==> src/rtl/vga_dither_pkg.sv <==
// Shared constants for the VGA output stage: reduction modes, the 4x4 Bayer
// matrix and the helper that turns a matrix entry into a colour offset.
package vga_dither_pkg;

  localparam logic [1:0] MODE_TRUNC     = 2'd0;
  localparam logic [1:0] MODE_ROUND     = 2'd1;
  localparam logic [1:0] MODE_BAYER     = 2'd2;
  localparam logic [1:0] MODE_BAYER_ROT = 2'd3;

  localparam logic [3:0] BAYER [4][4] = '{
    '{4'd0,  4'd8,  4'd2,  4'd10},
    '{4'd12, 4'd4,  4'd14, 4'd6},
    '{4'd3,  4'd11, 4'd1,  4'd9},
    '{4'd15, 4'd7,  4'd13, 4'd5}
  };

  // d is the number of LSBs dropped; the 4-bit matrix entry is aligned so its
  // MSB lands just below the lowest kept bit.
  function automatic logic [31:0] dither_offset(input logic [3:0] b, input int d,
                                                input logic [1:0] mode);
    logic [31:0] t;
    t = '0;
    case (mode)
      MODE_ROUND:                 t = 32'd1 << (d - 1);
      MODE_BAYER, MODE_BAYER_ROT: t = (d >= 4) ? ({28'd0, b} << (d - 4))
                                               : ({28'd0, b} >> (4 - d));
      default:                    t = '0;
    endcase
    return t;
  endfunction

endpackage

==> src/rtl/vga_dither_channel.sv <==
// One colour channel: add offset, saturate at full scale, keep the top OUT_W
// bits, and register the result as the second pipeline stage.
module dither_channel #(
  parameter int IN_W  = 8,
  parameter int OUT_W = 4
) (
  input  logic             clk,
  input  logic             rst,
  input  logic [IN_W-1:0]  pix_p1,
  input  logic [IN_W-1:0]  t_p1,
  output logic [OUT_W-1:0] out_p2
);
  localparam int D = IN_W - OUT_W;

  logic [OUT_W-1:0] out_p2_d, out_p2_q;

  // The carry bit means the sum overflowed; clamp instead of wrapping to black.
  function automatic logic [OUT_W-1:0] sat_trunc(input logic [IN_W:0] s);
    return s[IN_W] ? {OUT_W{1'b1}} : OUT_W'(s >> D);
  endfunction

  always_comb begin
    out_p2_d = sat_trunc({1'b0, pix_p1} + {1'b0, t_p1});
  end

  // stage 2
  always_ff @(posedge clk) begin
    if (rst) out_p2_q <= '0;
    else     out_p2_q <= out_p2_d;
  end

  assign out_p2 = out_p2_q;

endmodule

==> src/rtl/vga_dither_out.sv <==
// VGA output stage: reduces IN_W-bit colour to OUT_W bits by truncation, rounding
// or ordered dither, keeping sync and colour aligned through a 2-cycle pipeline.
module vga_dither_out
  import vga_dither_pkg::*;
#(
  parameter int IN_W            = 8,
  parameter int OUT_W           = 4,
  parameter bit SYNC_ACTIVE_LOW = 1'b1
) (
  input  logic             CLK_25MHZ,
  input  logic             RESET,
  input  logic [1:0]       MODE,
  input  logic             PIX_HSYNC,
  input  logic             PIX_VSYNC,
  input  logic [IN_W-1:0]  PIX_RED,
  input  logic [IN_W-1:0]  PIX_GREEN,
  input  logic [IN_W-1:0]  PIX_BLUE,
  output logic             VGA_HSYNC,
  output logic             VGA_VSYNC,
  output logic [OUT_W-1:0] VGA_RED,
  output logic [OUT_W-1:0] VGA_GREEN,
  output logic [OUT_W-1:0] VGA_BLUE
);
  localparam int D = IN_W - OUT_W;

  logic            hs_act, vs_act, hs_edge, vs_edge;
  logic [1:0]      x_d, x_q, y_d, y_q, f_d, f_q, mode_d, mode_q, bx, by;
  logic            hs_p1_d, hs_p1_q, vs_p1_d, vs_p1_q;
  logic            hs_p2_d, hs_p2_q, vs_p2_d, vs_p2_q;
  logic [IN_W-1:0] red_p1_d, red_p1_q, green_p1_d, green_p1_q, blue_p1_d, blue_p1_q;
  logic [IN_W-1:0] t_p1_d, t_p1_q;

  always_comb begin
    // Syncs are handled internally as active-high; hs_p1_q/vs_p1_q double as
    // the edge-detect history.
    hs_act  = PIX_HSYNC ^ SYNC_ACTIVE_LOW;
    vs_act  = PIX_VSYNC ^ SYNC_ACTIVE_LOW;
    hs_edge = hs_act & ~hs_p1_q;
    vs_edge = vs_act & ~vs_p1_q;

    x_d = hs_edge ? 2'd0 : x_q + 2'd1;
    y_d = y_q;
    if (vs_edge)      y_d = 2'd0;
    else if (hs_edge) y_d = y_q + 2'd1;
    f_d    = vs_edge ? f_q + 2'd1 : f_q;
    mode_d = vs_edge ? MODE : mode_q;

    // The pixel on an edge cycle already sees the updated phase and mode.
    bx = x_d;
    by = y_d;
    if (mode_d == MODE_BAYER_ROT) begin
      bx = x_d + f_d;
      by = y_d + f_d;
    end
    t_p1_d = IN_W'(dither_offset(BAYER[by][bx], D, mode_d));

    hs_p1_d    = hs_act;
    vs_p1_d    = vs_act;
    red_p1_d   = PIX_RED;
    green_p1_d = PIX_GREEN;
    blue_p1_d  = PIX_BLUE;
    hs_p2_d    = hs_p1_q;
    vs_p2_d    = vs_p1_q;
  end

  // stage 1 (plus phase/mode state) and stage-2 syncs; reset flushes the pipe
  always_ff @(posedge CLK_25MHZ) begin
    if (RESET) begin
      x_q        <= '0;
      y_q        <= '0;
      f_q        <= '0;
      mode_q     <= MODE_TRUNC;
      hs_p1_q    <= 1'b0;
      vs_p1_q    <= 1'b0;
      red_p1_q   <= '0;
      green_p1_q <= '0;
      blue_p1_q  <= '0;
      t_p1_q     <= '0;
      hs_p2_q    <= 1'b0;
      vs_p2_q    <= 1'b0;
    end else begin
      x_q        <= x_d;
      y_q        <= y_d;
      f_q        <= f_d;
      mode_q     <= mode_d;
      hs_p1_q    <= hs_p1_d;
      vs_p1_q    <= vs_p1_d;
      red_p1_q   <= red_p1_d;
      green_p1_q <= green_p1_d;
      blue_p1_q  <= blue_p1_d;
      t_p1_q     <= t_p1_d;
      hs_p2_q    <= hs_p2_d;
      vs_p2_q    <= vs_p2_d;
    end
  end

  dither_channel #(.IN_W(IN_W), .OUT_W(OUT_W)) u_red (
    .clk(CLK_25MHZ), .rst(RESET), .pix_p1(red_p1_q), .t_p1(t_p1_q), .out_p2(VGA_RED)
  );
  dither_channel #(.IN_W(IN_W), .OUT_W(OUT_W)) u_green (
    .clk(CLK_25MHZ), .rst(RESET), .pix_p1(green_p1_q), .t_p1(t_p1_q), .out_p2(VGA_GREEN)
  );
  dither_channel #(.IN_W(IN_W), .OUT_W(OUT_W)) u_blue (
    .clk(CLK_25MHZ), .rst(RESET), .pix_p1(blue_p1_q), .t_p1(t_p1_q), .out_p2(VGA_BLUE)
  );

  assign VGA_HSYNC = hs_p2_q ^ SYNC_ACTIVE_LOW;
  assign VGA_VSYNC = vs_p2_q ^ SYNC_ACTIVE_LOW;

endmodule

==> config.mk <==
export PLATFORM = sky130hd
export DESIGN_NAME = vga_dither_out
export DESIGN_NICKNAME = d
export VERILOG_FILES = /design/src/rtl/vga_dither_pkg.sv /design/src/rtl/vga_dither_channel.sv /design/src/rtl/vga_dither_out.sv
export SDC_FILE = /design/constraint.sdc
export NUM_CORES = 1
export LEC_CHECK = 0
export BUFFER_PORTS_ARGS = -buffer_cell sky130_fd_sc_hd__buf_2
export CORE_UTILIZATION = 40
export DETAILED_ROUTE_END_ITERATION = 7
export SYNTH_ARGS = -nofsm -noshare
export SYNTH_HDL_FRONTEND = slang
export SYNTH_SLANG_ARGS = --single-unit
==> constraint.sdc <==
create_clock -name CLK_25MHZ -period 3.05 [get_ports CLK_25MHZ]
set_input_delay 0.1525 -clock CLK_25MHZ [delete_from_list [all_inputs] [get_ports CLK_25MHZ]]
set_output_delay 0.1525 -clock CLK_25MHZ [all_outputs]
set_load 0.02 [all_outputs]
==> results of run 1 <==
==> logic make-up (layout without fill, tap and decap cells) <==
kind of cell	Yosys count	count (layout)	synth area share [%]
buffers and inverters	11	57	2.06
multiplexers	3	3	1.50
AO/OA/AOI/OAI	38	38	12.5
AND/OR/NAND/NOR	78	78	22.0
XOR/XNOR	7	7	3.06
adder cells (fa/ha/maj)	11	11	6.87
flip-flops	52	52	52.0
==> cell type report <==
type / count / area (µm²)
clock inverter: 2 / 35.0
multi-input combinational: 137 / 921
timing repair buffer: 43 / 215
inverter: 6 / 22.5
clock buffer: 6 / 72.6
fill: 467 / 2390
tap: 67 / 83.8
sequential: 52 / 1040
==> routing by layer <==
| layer | GRT usage [%] | vias up | part of all wire (%) |
|---|---|---|---|
| met4 | 7.84 | 0 | 2.3 |
| li1 | - | 792 | - |
| met2 | 20.4 | 33 | 43 |
| met3 | 3.73 | 8 | 4.8 |
| met1 | 17.2 | 643 | 50 |
| met5 | 0 | - | 0 |
==> synthesized netlist by cell type (3+ instances only) <==
library cell,count,area [µm²]
nand2_1,6,22.5
dfxtp_1,52,1040
clkbuf_1,3,11.3
nor3_1,10,50.1
nor2b_1,27,169
inv_1,6,22.5
a21oi_1,9,45.0
a22oi_1,3,22.5
mux2i_1,3,30.0
a31oi_1,4,25.0
xnor2_1,5,43.8
nor3b_1,4,30.0
o21ai_0,7,35.0
nor2_1,15,56.3
a211oi_1,5,37.5
ha_1,11,138
nand3_1,6,30.0
==> worst reg2reg max path, cell delays in order (launching register included) <==
cell,delay [ns]
dfxtp_1,0.37
nor2_1,0.41
xor2_1,0.28
ha_1,0.30
xor2_1,0.17
a21o_2,0.21
o32a_1,0.32
==> sequential cells by signal, indices dropped and copies added (netlist names), 4 cells and up <==
register,cells
u_blue.out_p2,4
u_red.out_p2,4
blue_p1_q,8
u_green.out_p2,4
t_p1_q,4
red_p1_q,8
green_p1_q,8
==> layout by cell type, fill, tap and decap left out, drive strengths merged, types with 2 or more instances in the layout <==
cell     n
mux2i    3
a211oi   5
inv      6
a21boi   2
a22oi    3
nor2    15
and3     2
clkbuf   6
nor2b   27
and2     2
dfxtp   52
nor3    10
nor3b    4
buf     43
a31oi    4
ha      11
nand2    6
xnor2    5
a41oi    2
nand3    6
a21oi    9
xor2     2
o21ai    7
==> through the flow <==
step | util, % | hold slack [ns] | cells | setup WS, ns
2_1_floorplan | - | 0.225 | 200 | 1.09
6_report | 50.0 | 0.0526 | 313 | 0.887
3_3_place_gp | 47.7 | 0.361 | 305 | 0.980
3_5_place_dp | 47.7 | 0.364 | 305 | 0.925
4_1_cts | 50.0 | 0.0408 | 313 | 0.909
5_1_grt | 50.0 | 0.0473 | 313 | 0.750
==> worst min-delay path by stage <==
| stage | end | depth (start not counted) | slack, ns |
|---|---|---|---|
| global placement | blue_p1_q[7] | 2 | 0.36 |
| global route | hs_p1_q | 2 | 0.05 |
| detailed placement | red_p1_q[0] | 2 | 0.36 |
| floorplan | hs_p1_q | 1 | 0.22 |
| CTS | hs_p1_q | 2 | 0.04 |
| finish | hs_p1_q | 2 | 0.05 |
==> power groups by stage <==
stage          clock network (mW)  registers (mW)  logic [mW]
5_1_grt                     0.496           0.741       0.153
2_1_floorplan                   0           0.755      0.0879
3_3_place_gp                    0           0.752       0.134
4_1_cts                     0.474           0.736       0.137
6_report                    0.454           0.736       0.135
3_5_place_dp                    0           0.752       0.136
==> flow_summary.json, run 1 <==
{
  "rr_startpoint": "vs_p1_q",
  "totalNegativeSetupSlack_ns": 0,
  "crit_path_frequent_cell": "xor2_1",
  "wl_um": 3240,
  "ant_nets": 0,
  "cp_slowest_cell": "nor2_1",
  "port_buffers": 43,
  "diodes": 0,
  "antenna_found_initial": 0,
  "leakage_nw": 1.02,
  "area_growth_pct": 19.4,
  "place_area_um2": 2280,
  "worstPathRequired_ns": 3.25,
  "worstSetupPathDepth": 6,
  "cp-end-kind": "register",
  "grtUsageTotal_pct": 13.5,
  "max_freq_ghz": 0.462,
  "place_congestion": 0.784,
  "powerDensity_nw_per_um2": 554,
  "vias": 1476,
  "sw_frac_of_total_pct": 22.8,
  "syn_avg_cell_area_um2": 10.0,
  "post_route_cells_drive_above_1_share_pct": 21.5,
  "ir_drop_mv": 0.229,
  "cts_made_buffers": 5,
  "final_nets": 286,
  "synthCells": 200,
  "reg2reg_slack_ns": 0.89,
  "hold_viol": 0,
  "switchingPower_mw": 0.302,
  "drc_errors": 0,
  "crit_family": "compound AO/OA/AOI/OAI gates",
  "async_reset_ff_share_pct": 0,
  "synth-edff-count": 0,
  "grt_overflow": 0,
  "drt-wirelength-per-cell_um": 10.4,
  "synth_fp_nets": 241,
  "htree_levels": 2,
  "min-delay-start": "PIX_HSYNC",
  "ys_types": 36,
  "ys_ff_latch": 52,
  "r2r_cells": 6,
  "max-cap-violations": 0,
  "slew_headroom_pct": 44.7,
  "critPathCapture": "t_p1_q[3]",
  "dieArea_um2": 5290,
  "ys.flop_type": "dfxtp_1",
  "cp.arrival_ns": 2.36,
  "clock_sinks": 52,
  "grt_pass1_vias": 1277,
  "grt_max_degree": 50,
  "dp_hpwl_um": 2280,
  "vias_per_cell": 4.72,
  "synth_warnings": 0,
  "power_frac_comb_pct": 10.2,
  "critPathMaxStageDelay_ns": 0.41,
  "clockRootBuffer": "clkbuf_8",
  "dr.pass1.iters": 4,
  "cts_tree": "done",
  "fin_crit_sh_pct": 70.9,
  "cts_setup_buffers": 0,
  "clockBufferDepth": 2,
  "rows": 25,
  "p_seq_share_pct": 55.5,
  "final_area_um2": 2390,
  "fin_skew_ns": 0.00521,
  "drt_iter0_drc": 37,
  "die_w_um": 72.8,
  "hold_path.class": "input pin to register",
  "crit_type": "register to register",
  "ctsHoldBuffers": 0,
  "io_pins": 44,
  "fin_crit_ns": 2.16,
  "crit_chain": "nor2_1, xor2_1, ha_1, xor2_1, a21o_2, o32a_1",
  "startpoint_type": "register",
  "cp-startpoint": "vs_p1_q",
  "drv_slew": 0,
  "ys_seq_area_share_pct": 52.0,
  "worstMarginPinSlew_ns": 0.829,
  "coreArea_um2": 4790,
  "grt_pass1_wl_um": 5400,
  "clkPwrFrac_pct": 34.3,
  "die_y_um": 72.8,
  "power.total_mw": 1.33,
  "setup_viol": 0,
  "status": "finished, final reports clean",
  "timing.critical_path.buf_inv": 0,
  "clock_latency_ns": 0.30,
  "start_util_pct": 41.9,
  "netlist_area_um2": 2000,
  "critPathMaxFanout": 8,
  "reg2reg_to": "t_p1_q[3]",
  "clk_pin_slew_ns": 0.09,
  "rsz0062_at_grt": "no",
  "p_int_mw": 1.02,
  "postCtsResizedCells": 0
}
Power figures use the tool's default switching activity.
==> run 2: changes to the inputs <==
--- a/config.mk
+++ b/config.mk
@@ -5,6 +5,7 @@
 export SDC_FILE = /design/constraint.sdc
 export NUM_CORES = 1
 export LEC_CHECK = 0
+export ABC_AREA = 1
 export BUFFER_PORTS_ARGS = -buffer_cell sky130_fd_sc_hd__buf_2
 export CORE_UTILIZATION = 40
 export DETAILED_ROUTE_END_ITERATION = 7
==> constraint.sdc (replaced) <==
create_clock -name CLK_25MHZ -period 2.1 [get_ports CLK_25MHZ]
set_input_delay 0.105 -clock CLK_25MHZ [delete_from_list [all_inputs] [get_ports CLK_25MHZ]]
set_output_delay 0.105 -clock CLK_25MHZ [all_outputs]
set_load 0.02 [all_outputs]
==> flow_summary.json, run 2 <==
{
  "final_cell_mix": "inv_1 (59), dfxtp_1 (52), nor2_1 (48)",
  "critPathCapture": "t_p1_q[1]",
  "cts_made_buffers": 5,
  "cp-startpoint": "PIX_HSYNC",
  "start_util_pct": 41.5,
  "r2r_cells": 14,
  "ys_types": 19,
  "fin_crit_ns": 1.82,
  "drt-wirelength-per-cell_um": 9.06,
  "rows": 26,
  "synth_top_cell_by_area": "dfxtp_1",
  "area_growth_pct": 27.3,
  "async_reset_ff_share_pct": 0,
  "critPathMaxFanout": 4,
  "worstPathRequired_ns": 2.35,
  "die_y_um": 74.8,
  "leakage_nw": 1.45,
  "wl_um": 3780,
  "startpoint_type": "input pin",
  "drt_iter0_drc": 66,
  "yosys-top-cells-area": "dfxtp_1 (49%), inv_1 (10%), nor2_1 (8.7%)",
  "ir_drop_mv": 0.341,
  "cp-end-kind": "register",
  "timing.hold.ws_ns": 0.00567,
  "coreArea_um2": 5110,
  "rr_startpoint": "hs_p1_q",
  "crit_type": "input pin to register",
  "dr.pass1.iters": 4,
  "cp.arrival_ns": 2.07,
  "clock_sinks": 52,
  "vias_per_cell": 4.20,
  "hold_path.class": "input pin to register",
  "power.total_mw": 1.92,
  "synth_warnings": 0,
  "status": "finished, final reports clean",
  "diodes": 0,
  "hold_viol": 0,
  "layout_commonest_cell": "inv_1",
  "clk_pin_slew_ns": 0.10,
  "yosysMostFrequentCell": "inv_1",
  "yosysTopAreaCellShare_pct": 49.1,
  "ys.flop_type": "dfxtp_1",
  "max_freq_ghz": 0.550,
  "die_w_um": 74.8,
  "fin_skew_ns": 0.00907,
  "max-cap-violations": 0,
  "port_buffers": 43,
  "synth-edff-count": 0,
  "synthTopCellsByCount": "inv_1 (59), dfxtp_1 (52), nor2_1 (49)",
  "htree_levels": 2,
  "dp.cells": 390,
  "drv_slew": 0,
  "clockBufferDepth": 2,
  "worstMarginPinSlew_ns": 0.406,
  "dp_slack_ns": 0.424,
  "rsz0062_at_grt": "no",
  "dieArea_um2": 5590,
  "ys_seq_area_share_pct": 49.1,
  "reg.largest.list": "blue_p1_q x8, green_p1_q x8, red_p1_q x8",
  "ys_ff_latch": 52,
  "clock_latency_ns": 0.31,
  "slew_headroom_pct": 72.9,
  "grtUsageTotal_pct": 15.6,
  "synthCells": 281,
  "reg2reg_slack_ns": 0.46,
  "totalNegativeSetupSlack_ns": 0,
  "final_nets": 387,
  "grt_pass1_wl_um": 6670,
  "fin_ws_ns": 0.282,
  "synth_fp_nets": 322,
  "drc_errors": 0,
  "grt_overflow": 0,
  "instances_no_fill": 417,
  "reg2reg_to": "t_p1_q[1]",
  "vias": 1752,
  "place_congestion": 0.805,
  "cts_tree": "done",
  "syn_avg_cell_area_um2": 7.54,
  "setup_viol": 0,
  "grt_max_degree": 24,
  "io_pins": 44,
  "clockRootBuffer": "clkbuf_8",
  "netlist_area_um2": 2120,
  "powerDensity_nw_per_um2": 712,
  "post_route_cells_drive_above_1_share_pct": 18.7,
  "antenna_found_initial": 0,
  "fillers": 507,
  "grt_pass1_vias": 1633,
  "ant_nets": 0,
  "dp_hpwl_um": 2710,
  "cts_setup_buffers": 0,
  "holdPathStages": 3,
  "fin_crit_sh_pct": 86.6
}
run 2: worst max-delay path, stage by stage:
cell,delay (ns)
dlygate4sd3_1,0.54
buf_2,0.14
nor2_2,0.15
nand2_1,0.09
nand3_1,0.15
inv_1,0.06
ha_1,0.23
inv_1,0.08
nand3_1,0.08
nand2_1,0.08
nand3_1,0.06
nand2_1,0.10
inv_2,0.04
nand2_1,0.05
nand2_1,0.05
nor2_2,0.06
run 2: report_power, final:
group	leakage (nW)	switching, mW	internal [mW]
clock network	0.0452	0.337	0.243
registers	0.430	0.0272	1.04
logic	0.976	0.152	0.120
total	1.45	0.516	1.40
run 2: timing repair:
item                       4_1_cts  5_1_grt
resized for setup                0        1
hold buffers                    19        0
setup endpoints to repair        0        1
hold endpoints to repair        19        0
run 2: metal layers:
metal / vias to the layer above / global-route usage, % / share of wire, %
met5: - / 0 / 0
met4: 0 / 5.66 / 1.3
met3: 6 / 3.61 / 3.4
met2: 29 / 27.2 / 46
met1: 745 / 18.7 / 49
li1: 972 / - / -
run 2: cell families after synthesis:
logic type                 after synthesis  share of synthesized area, %
and+or+nand+nor                        128                          25.9
buffers and inverters                   66                          11.7
DFF                                     52                          49.1
AOI/OAI and AO/OA                       20                          5.20
adders and majority gates               11                          6.49
xor gates and xnor gates                 4                          1.65
run 2: worst min-delay path by stage:
stage	startpoint	to
6_report	PIX_GREEN[5]	green_p1_q[5]
5_1_grt	PIX_RED[3]	red_p1_q[3]
4_1_cts	PIX_VSYNC	vs_p1_q
3_3_place_gp	PIX_HSYNC	hs_p1_q
3_5_place_dp	PIX_HSYNC	hs_p1_q
2_1_floorplan	PIX_HSYNC	hs_p1_q
run 2: stage by stage:
step / utilization (%) / instance area, µm²
CTS: 52.8 / 2700
floorplan: - / 2120
global placement: 47.2 / 2410
finish: 52.8 / 2700
global route: 52.8 / 2700
detailed placement: 47.2 / 2410
run 2: cell type report:
cell class | count | area [µm²] | share of cell area, %
Timing Repair Buffer | 63 | 413 | 15.3
Multi-Input combinational cell | 163 | 833 | 30.9
Tap cell | 70 | 87.6 | 3.25
Inverter | 61 | 229 | 8.49
Clock buffer | 5 | 68.8 | 2.55
Sequential cell | 52 | 1040 | 38.6
Clock inverter | 3 | 25.0 | 0.928
